`src/rtl/seq_tx_pkg.sv`:
```
// Shared types and defaults for the seq_pattern_tx serial sync-pattern transmitter.
// Optional parity bit is enabled by defining SEQ_TX_PARITY_EN.
package seq_tx_pkg;

  typedef enum logic [2:0] {
    ST_IDLE   = 3'd0,
    ST_SYNC   = 3'd1,
    ST_DATA   = 3'd2,
    ST_PARITY = 3'd3,
    ST_GAP    = 3'd4
  } state_e;

  localparam int unsigned DEFAULT_SYNC_W = 4;
  localparam logic [DEFAULT_SYNC_W-1:0] DEFAULT_SYNC_PAT = 4'b1101;

  function automatic int unsigned max3(input int unsigned a, input int unsigned b,
                                       input int unsigned c);
    int unsigned m;
    m = (a > b) ? a : b;
    return (m > c) ? m : c;
  endfunction

endpackage

```
`src/rtl/seq_tx_shreg.sv`:
```
// Loadable MSB-first shift register: parallel load wins over shift, zeros shift in.
module seq_tx_shreg #(
  parameter int unsigned W = 8
) (
  input  logic         clk,
  input  logic         rst,
  input  logic         load_i,
  input  logic [W-1:0] load_val_i,
  input  logic         shift_i,
  output logic         msb_o
);

  logic [W-1:0] sr_q;

  // Shift register with asynchronous active-low clear.
  always_ff @(posedge clk or negedge rst) begin
    if (!rst) begin
      sr_q <= '0;
    end else if (load_i) begin
      sr_q <= load_val_i;
    end else if (shift_i) begin
      sr_q <= sr_q << 1;
    end
  end

  assign msb_o = sr_q[W-1];

endmodule

```
`src/rtl/seq_pattern_tx.sv`:
```
// Serial frame transmitter: sync pattern, payload MSB first, optional even parity,
// then idle-low gap. Parity bit is enabled by defining SEQ_TX_PARITY_EN.
module seq_pattern_tx
  import seq_tx_pkg::*;
#(
  parameter int unsigned        DATA_W     = 8,
  parameter int unsigned        SYNC_W     = DEFAULT_SYNC_W,
  parameter logic [SYNC_W-1:0]  SYNC_PAT   = SYNC_W'(DEFAULT_SYNC_PAT),
  parameter int unsigned        GAP_CYCLES = 2
) (
  input  logic              clk,
  input  logic              rst,
  input  logic [DATA_W-1:0] data_in,
  input  logic              data_valid,
  output logic              data_ready,
  output logic              tx_bit,
  output logic              tx_active,
  output logic              frame_done
);

  localparam int unsigned CNT_W = $clog2(max3(SYNC_W, DATA_W, GAP_CYCLES)) + 1;
  typedef logic [CNT_W-1:0] cnt_t;
  localparam cnt_t SYNC_LOAD = cnt_t'(SYNC_W - 1);
  localparam cnt_t DATA_LOAD = cnt_t'(DATA_W - 1);
  localparam cnt_t GAP_LOAD  = cnt_t'(GAP_CYCLES - 1);

  state_e state_q, state_d;
  cnt_t   cnt_q, cnt_d;
  logic   tx_bit_q, tx_bit_d;
  logic   tx_active_q, tx_active_d;
  logic   frame_done_q, frame_done_d;
  logic   accept;
  logic   data_shift, sync_shift;
  logic   data_msb, sync_msb;

  assign data_ready = (state_q == ST_IDLE);
  assign accept     = data_valid & data_ready;
  assign tx_bit     = tx_bit_q;
  assign tx_active  = tx_active_q;
  assign frame_done = frame_done_q;

  // The tx_bit register is loaded with the bit for the upcoming state, so each shift
  // register is advanced the same cycle its MSB is copied out. The sync register is
  // therefore loaded pre-shifted: its first bit goes straight to tx_bit at accept.
  seq_tx_shreg #(.W(DATA_W)) u_data_sr (
    .clk        (clk),
    .rst        (rst),
    .load_i     (accept),
    .load_val_i (data_in),
    .shift_i    (data_shift),
    .msb_o      (data_msb)
  );

  seq_tx_shreg #(.W(SYNC_W)) u_sync_sr (
    .clk        (clk),
    .rst        (rst),
    .load_i     (accept),
    .load_val_i (SYNC_PAT << 1),
    .shift_i    (sync_shift),
    .msb_o      (sync_msb)
  );

`ifdef SEQ_TX_PARITY_EN
  logic parity_q;

  // Even parity of the word captured at accept.
  always_ff @(posedge clk or negedge rst) begin
    if (!rst) begin
      parity_q <= 1'b0;
    end else if (accept) begin
      parity_q <= ^data_in;
    end
  end
`endif

  // State, counter and registered line outputs.
  always_ff @(posedge clk or negedge rst) begin
    if (!rst) begin
      state_q      <= ST_IDLE;
      cnt_q        <= '0;
      tx_bit_q     <= 1'b0;
      tx_active_q  <= 1'b0;
      frame_done_q <= 1'b0;
    end else begin
      state_q      <= state_d;
      cnt_q        <= cnt_d;
      tx_bit_q     <= tx_bit_d;
      tx_active_q  <= tx_active_d;
      frame_done_q <= frame_done_d;
    end
  end

  // Next-state logic; outputs are computed for the state being entered.
  always_comb begin
    state_d      = state_q;
    cnt_d        = cnt_q;
    tx_bit_d     = 1'b0;
    tx_active_d  = 1'b0;
    frame_done_d = 1'b0;
    data_shift   = 1'b0;
    sync_shift   = 1'b0;
    case (state_q)
      ST_IDLE: begin
        if (accept) begin
          state_d     = ST_SYNC;
          cnt_d       = SYNC_LOAD;
          tx_bit_d    = SYNC_PAT[SYNC_W-1];
          tx_active_d = 1'b1;
        end
      end
      ST_SYNC: begin
        tx_active_d = 1'b1;
        if (cnt_q == '0) begin
          state_d    = ST_DATA;
          cnt_d      = DATA_LOAD;
          tx_bit_d   = data_msb;
          data_shift = 1'b1;
        end else begin
          cnt_d      = cnt_q - cnt_t'(1);
          tx_bit_d   = sync_msb;
          sync_shift = 1'b1;
        end
      end
      ST_DATA: begin
        if (cnt_q == '0) begin
`ifdef SEQ_TX_PARITY_EN
          state_d     = ST_PARITY;
          tx_bit_d    = parity_q;
          tx_active_d = 1'b1;
`else
          state_d = ST_GAP;
          cnt_d   = GAP_LOAD;
`endif
        end else begin
          cnt_d       = cnt_q - cnt_t'(1);
          tx_bit_d    = data_msb;
          tx_active_d = 1'b1;
          data_shift  = 1'b1;
        end
      end
`ifdef SEQ_TX_PARITY_EN
      ST_PARITY: begin
        state_d = ST_GAP;
        cnt_d   = GAP_LOAD;
      end
`endif
      ST_GAP: begin
        if (cnt_q == '0) begin
          state_d      = ST_IDLE;
          frame_done_d = 1'b1;
        end else begin
          cnt_d = cnt_q - cnt_t'(1);
        end
      end
      default: begin
        state_d = ST_IDLE;
        cnt_d   = '0;
      end
    endcase
  end

endmodule

```
`config.mk`:
```
export PLATFORM = sky130hd
export DESIGN_NAME = seq_pattern_tx
export DESIGN_NICKNAME = d
export VERILOG_FILES = /design/src/rtl/seq_tx_pkg.sv /design/src/rtl/seq_tx_shreg.sv /design/src/rtl/seq_pattern_tx.sv
export SDC_FILE = /design/constraint.sdc
export NUM_CORES = 1
export LEC_CHECK = 0
export CELL_PAD_IN_SITES_DETAIL_PLACEMENT = 0
export CELL_PAD_IN_SITES_GLOBAL_PLACEMENT = 1
export CORE_ASPECT_RATIO = 0.9
export CORE_MARGIN = 1.5
export CORE_UTILIZATION = 35
export CTS_BUF_LIST = sky130_fd_sc_hd__clkbuf_16
export DETAILED_ROUTE_END_ITERATION = 10
export PLACE_DENSITY_LB_ADDON = 0.1
export SYNTH_ARGS = -nofsm -noshare
export SYNTH_HDL_FRONTEND = slang
export SYNTH_SLANG_ARGS = --single-unit
```
`constraint.sdc`:
```
create_clock -name clk -period 5.41 [get_ports clk]
set_input_delay 1.082 -clock clk [delete_from_list [all_inputs] [get_ports clk]]
set_output_delay 1.082 -clock clk [all_outputs]
set_load 0.01 [all_outputs]
```
; ---- Word-level counts from Yosys, hierarchy flattened
; Index checks and enable logic that the tools add are counted.
[totals]
regBits = 22
input_bits = 11
output_inout_bits = 4
wordCells = 47
[classes]
add_sub_neg = 1
n_eq_ne = 8
n_mux = 24
n_bitwise = 1
n_reduce_logical = 6
[ops]
columns = op, n
row1 = two-way mux 4 bit, 6
row2 = two-way mux 8 bit, 2
row3 = one-hot mux 4 bit (4 select lines), 1
row4 = two-way mux 3 bit, 4
row5 = one-hot mux 3 bit (4 select lines), 1
row6 = != test 2 bit (second input constant), 4
row7 = two-way mux 1 bit, 7
row8 = one-hot mux 1 bit (3 select lines), 2
row9 = zero test 4 bit, 1
row10 = AND reduction 4 bit, 1
row11 = nonzero test 2 bit, 2
row12 = subtractor 4 x 1 -> 4 bit (second input constant), 1
row13 = == test 3 x 1 -> 1 bit (second input constant), 1
row14 = == test 3 x 2 -> 1 bit (second input constant), 1
row15 = == test 3 bit (second input constant), 1
row16 = zero test 3 bit, 1
row17 = != test 2 x 1 -> 1 bit (second input constant), 1
row18 = one-hot mux 1 bit (2 select lines), 1
row19 = AND reduction 2 bit, 1
row20 = AND 1 bit, 1

; ---- Depth between registers and ports, before layout
[logic_depth]
word_depth = 5
ltp_mapped = 7
mapped_depth_nobuf = 6

; ---- Modules after synthesis
; From an unflattened synthesis, not the netlist that was laid out.
[hier_totals]
hier_cells = 123
area_unflattened_um2 = 1206.2
[by_module_without_submodules]
columns = mod, n_inst, cells_each, area_per_inst_um2, seq_area_each_um2
row1 = seq_pattern_tx, 1, 74, 668.1, 250.2
row2 = seq_tx_shreg at u_data_sr, 1, 34, 369.1, 200.2
row3 = seq_tx_shreg at u_sync_sr, 1, 15, 168.9, 100.1

; ---- Worst setup path after synthesis
; No wires, ideal clock.
[synth_path]
path_type = reg-to-output
start = register state_q[2]
end = output data_ready
arrival_time_ns = 0.831
t_required_ns = 4.328
setup_slack_ns = 3.497
path_stages_with_launch = 2
n_path_buf = 0
path_cell_list = dfrtp_1 > nor3_1
[synth_via]
elab_chain_len = 1
[synth_rtl]
columns = element, line
row1 = "start, declared", seq_pattern_tx.sv:27  ; state_e state_q, state_d;
row2 = "start signal, assigned", seq_pattern_tx.sv:85  ; state_q <= state_d;
row3 = zero test 3 bit, seq_pattern_tx.sv:36  ; assign data_ready = (state_q == ST_IDLE);
row4 = "end, declared", seq_pattern_tx.sv:15  ; output logic data_ready,
; No other way between the ends.

; ---- Worst setup path in the final report
; Ends and elaborated chain as after synthesis.

==> metrics <==
YS warnings=0; initial core utilization=37.7%; Setup crit end kind=primary output; status=finished clean; Final ANT Viol Nets=0; max-cap violations=0; P&R area growth vs syn=23.6%; vias in the first global route=788; CP required=4.33 ns; Tcrit/Tclk final=53.5%; register area share after synthesis=49.5%; synthesized area per cell=9.47 µm²; Die Ht=55.2 µm; clk slew on worst S/H paths=0.06 ns; Slew @ Worst Pin=0.963 ns; Detailed Routing Iterations Pass 1=4; most frequent cells in the layout=21 x dfrtp_1, 20 x nor2_1, 14 x clkdlybuf4s50_1; synthesized instance count=112; max_slew headroom=35.6%; clk buf depth=2; Static Leak=0.533 nW; via count=829; type of origin of the critical path=flop; GRT Total Usage=14.0%; die area=3370 µm²; CP peak stage delay=0.61 ns; CP cell instances=nor3_1 -> clkdlybuf4s50_1; Final min period=2.89 ns; Setup TNS Final=0 ns; leading cell type in the layout, fill and taps excluded=dfrtp_1; share of cells above drive strength 1=6.40%; Syn Nets=124; H-Tree Depth=1; ant diodes=0; First DRT Iteration DRCs=38; clock sinks=21; DRC=0; die width=61.0 µm; overflow left after global routing=0; final count of hold timing violations=0; core area=2820 µm²; # IOs=15; Routability Congestion=0.786; Crit path arrival time=1.81 ns; Nets=138; global-route wire length before repair=3610 µm; Post-DP HPWL=1480 µm; VDD IR-drop max=262 µV; Slowest-stage cell, CP=clkdlybuf4s50_1; port bufs=14; vias per std cell=5.02; setup repair bufs after CTS=0; CTS buffer count=3; PostCTS Resize Cnt=0; Pwr Total=0.782 mW; Max Freq=346 MHz; Std-Cell Rows=18; final slew viol count=0; post-synth cell types=35; Mapped Area=1060 µm²; largest net degree at the start of global routing=22; Cell Pwr Density=596 nW/µm²; CTS Hold Buffers Added=0; clk_lat worst skew=0.25 ns; CTS root buf=clkbuf_16; initial antenna violation count=0; CP Max Fanout=16; drt total wl=2080 µm; setup violators final=0; Routed WL per cell=12.6 µm; Hold WC Path Type=reg2reg; number of synthesized register bits=21; clock tree from TritonCTS=done; Setup Skew=0.00159 ns; RSZ-0062 raised after global routing=no; crit path kind=reg2out
## registers in the layout, summed over array words and instances, names as in the netlist
| register | flops |
|---|---|
| frame_done | 1 |
| state_q | 3 |
| tx_bit | 1 |
| cnt_q | 4 |
| u_data_sr.sr_q | 8 |
| tx_active | 1 |
| u_sync_sr.sr_q | 3 |
## kinds of logic after synthesis
| group | Yosys count | synth area share (%) |
|---|---|---|
| AOI/OAI and AO/OA | 26 | 15.7 |
| xor gates and xnor gates | 1 | 0.826 |
| adders and majority gates | 1 | 1.18 |
| buffers and inverters | 8 | 2.95 |
| DFF | 21 | 49.5 |
| muxes | 8 | 8.73 |
| and+or+nand+nor | 47 | 21.1 |
## power breakdown
| group | internal, mW | switching (mW) |
|---|---|---|
| Sequential | 0.224 | 0.0641 |
| Clock | 0.0991 | 0.0555 |
| Combinational | 0.167 | 0.172 |
## cells in the mapped netlist (all sizes together)
library cell	number	area, µm²
inv	3	11.3
a31oi	1	6.26
a311oi	1	8.76
nor3	2	10.0
o22ai	1	6.26
nand2	10	37.5
o21ai	3	15.0
o311ai	1	8.76
o22a	1	8.76
and2	1	6.26
or4	1	7.51
nor2b	1	6.26
nor3b	2	15.0
clkbuf	4	15.0
a31o	1	8.76
or2	1	6.26
a221o	1	10.0
dfrtp	21	526
a221oi	1	8.76
a21oi	12	60.1
a22o	1	8.76
nor2	20	75.1
ha	1	12.5
nand3	4	20.0
a32oi	1	8.76
or3b	3	26.3
o31ai	1	7.51
mux2i	8	92.6
xnor2	1	8.76
buf	1	5.00
nand2b	1	6.26
nand3b	1	7.51
## worst max-delay path: cells and delay by family (launching register included)
| kind | cells | cell delay, ns |
|---|---|---|
| buf+inv | 1 | 0.61 |
| simple gates | 1 | 0.42 |
| flops | 1 | 0.53 |
## layer usage
| metal | wire length [µm] | vias to the layer above | track usage, % |
|---|---|---|---|
| li1 | - | 422 | - |
| met3 | 102 | 0 | 4.45 |
| met1 | 1020 | 392 | 21.2 |
| met4 | 0 | 0 | 2.48 |
| met2 | 953 | 15 | 19.6 |
| met5 | 0 | - | 0 |
## worst paths after layout
kind	to	cells after the start	start	slack [ns]
setup / recovery	data_ready	2	state_q[2]$_DFFE_PN0P_	2.52
hold / removal	u_sync_sr.sr_q[2]$_DFFE_PN0P_	2	u_sync_sr.sr_q[1]$_DFFE_PN0P_	0.47
setup reg to reg	u_data_sr.sr_q[7]$_DFFE_PN0P_	6	cnt_q[0]$_DFFE_PN0P_	3.25
hold reg to reg	u_sync_sr.sr_q[2]$_DFFE_PN0P_	2	u_sync_sr.sr_q[1]$_DFFE_PN0P_	0.47
max in group asynchronous	tx_bit$_DFF_PN0_	1	rst	3.46
min in group asynchronous	cnt_q[2]$_DFFE_PN0P_	1	rst	1.37
## final cells by class
class	count	area [µm²]
clock buffers	3	75.1
clock inverters	1	5.00
fillers	263	1500
inverters	3	11.3
multi-input cells	83	504
flip-flops and latches	21	526
well taps	40	50.0
repair buffers	14	140
## per-stage QoR
step           cells  setup WS, ns  area, µm²  utilization, %  hold WS [ns]
2_1_floorplan    112          3.50       1060               -         0.439
3_3_place_gp     161          2.84       1230            43.7         0.462
3_5_place_dp     161          2.78       1230            43.7         0.462
4_1_cts          165          2.49       1310            46.6         0.476
5_1_grt          165          2.40       1310            46.6         0.509
6_report         165          2.52       1310            46.6         0.473
No activity file was read; power rests on OpenSTA's default activity.
